## config.mk

```make
export PLATFORM = sky130hd
export DESIGN_NAME = shift_accumulator
export DESIGN_NICKNAME = d
export VERILOG_FILES = /design/src/rtl/shift_acc_pkg.sv /design/src/rtl/NBitAdder.sv /design/src/rtl/shift_accumulator.sv
export SDC_FILE = /design/constraint.sdc
export NUM_CORES = 1
export LEC_CHECK = 0
export ABC_AREA = 1
export BUFFER_PORTS_ARGS = -buffer_cell sky130_fd_sc_hd__buf_2
export CAP_MARGIN = 20
export CORE_MARGIN = 1.5
export CORE_UTILIZATION = 61
export CTS_CLUSTER_DIAMETER = 60
export DETAILED_ROUTE_END_ITERATION = 7
export HOLD_SLACK_MARGIN = 0.05
export PLACE_DENSITY = 0.84
export RECOVER_POWER = 100
export SLEW_MARGIN = 10
export SYNTH_ARGS = -nofsm -noshare
export SYNTH_HDL_FRONTEND = slang
export SYNTH_SLANG_ARGS = --single-unit
```

## constraint.sdc

```tcl
create_clock -name clk -period 15.09 [get_ports clk]
set_input_delay 0.7545 -clock clk [delete_from_list [all_inputs] [get_ports clk]]
set_output_delay 0.7545 -clock clk [all_outputs]
set_load 0.02 [all_outputs]
```

## src/rtl/shift_acc_pkg.sv

```systemverilog
// Shared types and helpers for the shift_accumulator datapath.
package shift_acc_pkg;

    typedef enum logic [1:0] {
        IDLE  = 2'd0,
        ACCUM = 2'd1,
        OUT   = 2'd2
    } state_t;

    // Width needed to hold a beat count in the range 0..max_terms.
    function automatic int count_w(input int max_terms);
        return $clog2(max_terms + 1);
    endfunction

endpackage

```

## src/rtl/NBitAdder.sv

```systemverilog
// Ripple-carry adder; answer carries one extra MSB holding the carry-out.
module NBitAdder #(
    parameter int bitsize = 8
) (
    input  logic [bitsize-1:0] a,
    input  logic [bitsize-1:0] b,
    output logic [bitsize:0]   answer
);

    logic [bitsize:0] carry;

    assign carry[0] = 1'b0;

    generate
        for (genvar gi = 0; gi < bitsize; gi++) begin : g_bit
            assign answer[gi]   = a[gi] ^ b[gi] ^ carry[gi];
            assign carry[gi+1]  = (a[gi] & b[gi]) | (carry[gi] & (a[gi] ^ b[gi]));
        end
    endgenerate

    assign answer[bitsize] = carry[bitsize];

endmodule

```

## src/rtl/shift_accumulator.sv

```systemverilog
// Packet accumulator of operand<<shift beats with a valid/ready result port.
// Build option: define SHIFT_ACC_SATURATE_EN to clamp on overflow instead of wrapping.
module shift_accumulator
    import shift_acc_pkg::*;
#(
    parameter int BITSIZE   = 8,
    parameter int SHIFT_W   = 3,
    parameter int ACC_WIDTH = 20,
    parameter int MAX_TERMS = 16,
    localparam int CNT_W    = count_w(MAX_TERMS)
) (
    input  logic                 clk,
    input  logic                 rst_n,
    input  logic                 in_valid,
    output logic                 in_ready,
    input  logic [BITSIZE-1:0]   in_operand,
    input  logic [SHIFT_W-1:0]   in_shift,
    input  logic                 in_last,
    output logic                 out_valid,
    input  logic                 out_ready,
    output logic [ACC_WIDTH-1:0] out_sum,
    output logic [CNT_W-1:0]     out_count,
    output logic                 out_ovf
);

    state_t                 state_reg, state_next;
    logic [ACC_WIDTH-1:0]   acc_reg, acc_next;
    logic [CNT_W-1:0]       count_reg, count_next;
    logic                   ovf_reg, ovf_next;
    logic [ACC_WIDTH-1:0]   out_sum_reg;
    logic [CNT_W-1:0]       out_count_reg;
    logic                   out_ovf_reg;
    logic [ACC_WIDTH-1:0]   term;
    logic [ACC_WIDTH:0]     sum_full;
    logic                   carry;
    logic                   accept;
    logic                   release_out;

    assign term = ACC_WIDTH'(in_operand) << in_shift;

    NBitAdder #(.bitsize(ACC_WIDTH)) u_adder (
        .a      (acc_reg),
        .b      (term),
        .answer (sum_full)
    );

    assign carry = sum_full[ACC_WIDTH];

    always_comb begin
        ovf_next = ovf_reg | carry;
`ifdef SHIFT_ACC_SATURATE_EN
        // Once clamped, stay at full scale for the rest of the packet.
        if (carry || ovf_reg) begin
            acc_next = '1;
        end else begin
            acc_next = sum_full[ACC_WIDTH-1:0];
        end
`else
        acc_next = sum_full[ACC_WIDTH-1:0];
`endif
        if (count_reg == CNT_W'(MAX_TERMS)) begin
            count_next = count_reg;
        end else begin
            count_next = count_reg + 1'b1;
        end
    end

    always_comb begin
        state_next  = state_reg;
        in_ready    = (state_reg != OUT);
        accept      = in_valid && (state_reg != OUT);
        release_out = (state_reg == OUT) && out_ready;
        case (state_reg)
            IDLE, ACCUM: begin
                if (accept) begin
                    state_next = in_last ? OUT : ACCUM;
                end
            end
            OUT: begin
                if (out_ready) begin
                    state_next = IDLE;
                end
            end
            default: state_next = IDLE;
        endcase
    end

    always_ff @(posedge clk or negedge rst_n) begin
        if (!rst_n) begin
            state_reg <= IDLE;
        end else begin
            state_reg <= state_next;
        end
    end

    always_ff @(posedge clk or negedge rst_n) begin
        if (!rst_n) begin
            acc_reg       <= '0;
            count_reg     <= '0;
            ovf_reg       <= 1'b0;
            out_sum_reg   <= '0;
            out_count_reg <= '0;
            out_ovf_reg   <= 1'b0;
        end else if (accept) begin
            acc_reg   <= acc_next;
            count_reg <= count_next;
            ovf_reg   <= ovf_next;
            if (in_last) begin
                out_sum_reg   <= acc_next;
                out_count_reg <= count_next;
                out_ovf_reg   <= ovf_next;
            end
        end else if (release_out) begin
            acc_reg   <= '0;
            count_reg <= '0;
            ovf_reg   <= 1'b0;
        end
    end

    assign out_valid = (state_reg == OUT);
    assign out_sum   = out_sum_reg;
    assign out_count = out_count_reg;
    assign out_ovf   = out_ovf_reg;

endmodule

```

==> flow_summary.toml <==
[run_status]
status = "finished with violations"
violations = "max-capacitance violations, max-slew violations"

[routing]
met3_length_um = 289
via_per_inst = 5.230
wl_mm = 5.944
drc = 0
ant_nets = 0
drtIter0Drc = 197
met1_length_mm = 2.740
drtPass1Iterations = 5
wl_per_cell_um = 13.04
highest_layer = "met4"
met2WireLength_mm = 2.852
vias = 2385

[global_routing]
antenna_found_initial = 0
grt_pass1_wl_mm = 10.38
grt_max_degree = 55
grt_remaining_overflow = 0
grt_usage = 0.2506
grt_pass1_vias = 2251

[floorplanning]
die-area_mm2 = 0.005408
die_h_um = 73.54
die_width_um = 73.54
rows = 25
ioPinCount = 44
start_util = 0.6384
core_area_mm2 = 0.004755

[synthesis]
ys_ff_latch = 54
netlist_instances = 354
synth_top_area_share = 0.4452
synth_cell_types = 23
synth_area_mm2 = 0.003035
synth_area_leaders = "dfrtp_1 45%, nand2_1 17%, fa_1 9.2%"
yosys_warnings = 0
syn_nets = 392
yosysSeqAreaShare = 0.4452
syn_avg_cell_area_um2 = 8.575
yosysTopAreaCell = "dfrtp_1"

[finish]
synthToLayoutAreaGrowth_pct = 6.595
nFillCells = 410
fin_cells = 456
finalNetCount = 426
diodes = 0
drive_above_1_share = 0.08740

[timing]
fin_tns_setup_ps = 0
setup_viol = 0
rsz0062_at_grt = "no"
slew_headroom = -0.8657
drv_slew = 55
post-route-period-util = 0.4973
worstMarginPinSlew_ps = 2799
fmax_mhz = 133.3
holdWs_ps = 483.7
period_minus_slack_ps = 7504
final-hold-violation-count = 0
clock_skew_ps = 3.177

[clocking]
root_buffer = "clkbuf_8"
h-tree-depth = 2
cts.hold.buffers_added = 0
clk_latency_ps = 310
cts_tree = "yes"
cts.sinks = 54
cts_setup_buffers = 0
numCtsBuffers = 5
postCtsResizedCells = 0
path_clk_slew_ps = 90
clockBufferDepth = 2

[power_and_ir_drop]
p_per_area_mw_per_mm2 = 164.3
ir_worst_vdd_v = 0.00008298
total_power_mw = 0.5318
p_leak_nw = 1.684

[setup_path]
r2r_slack_ps = 8390
cp_num_buf_inv = 6
critPathKind = "in -> reg"
crit_required_ps = 15320
worstSetupStartpointType = "input port"
max_stage_delay_ps = 400
end_kind = "flop"
cp_data_arrival_time_ps = 7730
crit_family = "adder cells"
crit_slowest_cell = "fa_1"
path_max_fanout = 12
crit_path_frequent_cell = "fa_1"

[placement]
dp.cells = 448
port_buffers = 43
gp_congestion = 0.8826
dp_hpwl_mm = 4.182

[run]
maxCapViolCount = 1

[min_path]
hold_path_class = "reg -> reg"
cell usage after synthesis, drive strengths merged:
master	count
clkinv	2
or2	1
buf	14
inv	28
nand3	53
dfrtp	54
fa	14
clkbuf	3
nand2	138
a21boi	1
ha	8
o21ai	27
nand4	3
nor2	8
power breakdown:
group / internal, mW / total, mW / switching [mW]
clock: 0.0329 / 0.0802 / 0.0474
combinational: 0.0763 / 0.216 / 0.139
sequential: 0.198 / 0.236 / 0.0381
total: 0.307 / 0.532 / 0.225
area by class of cell:
class	count	area, um^2	share of cell area
multi-input cells	253	1419	0.4385
inverters	30	112.6	0.03480
clock inverters	2	13.76	0.004254
repair buffers	44	182.7	0.05646
flip-flops and latches	54	1351	0.4176
well taps	67	83.83	0.02591
clock buffers	6	72.57	0.02243
routing by layer:
metal | up-vias | global-route usage
li1 | 1185 | -
met1 | 1125 | 0.3661
met2 | 70 | 0.3954
met3 | 5 | 0.04115
met4 | 0 | 0.06173
met5 | - | 0
kinds of logic after synthesis:
family / count (synthesis) / synth area share
AOI/OAI and AO/OA: 28 / 0.04699
DFF: 54 / 0.4452
adders and majority gates: 22 / 0.1253
buffers and inverters: 47 / 0.07584
and+or+nand+nor: 203 / 0.3067
worst reg2reg max path, delay by kind of cell, from the launching register on:
kind	cells	cell delay [ps]
fa+ha+maj	20	5680
flops	1	390
compound gates	1	170
simple gates	1	110
buf+inv	4	260
cell usage in the layout (no fill, tap or decap), types with 2 or more instances in the layout:
master / count
nand2_1: 137
dfrtp_1: 54
nand3_1: 43
clkbuf_1: 31
inv_1: 27
o21ai_0: 23
fa_1: 14
buf_2: 14
nand3_2: 10
nor2_1: 8
ha_1: 8
clkbuf_8: 5
o21ai_1: 4
nand4_1: 3
clkinv_1: 2
final timing paths:
check | startpoint | cells after the start | endpoint
min | out_sum[17]$_DFFE_PN0P_ | 2 | out_sum[17]$_DFFE_PN0P_
max reg2reg | acc_reg[0]$_DFFE_PN0P_ | 26 | ovf_reg$_DFFE_PN0P_
max in group asynchronous | rst_n | 2 | acc_reg[16]$_DFFE_PN0P_
max | in_shift[1] | 30 | ovf_reg$_DFFE_PN0P_
min in group asynchronous | rst_n | 2 | out_sum[4]$_DFFE_PN0P_
min reg2reg | out_sum[17]$_DFFE_PN0P_ | 2 | out_sum[17]$_DFFE_PN0P_
metrics by stage:
stage                     cell area (um^2)  utilization  setup slack (ps)
after global routing                  3236       0.6805              7129
after global placement                3224       0.6782              7740
final                                 3236       0.6805              7586
after floorplan                       3035            -              8108
after CTS                             3311       0.6963              7710
after detailed placement              3224       0.6782              7444
(Power assumes the default switching activity.)
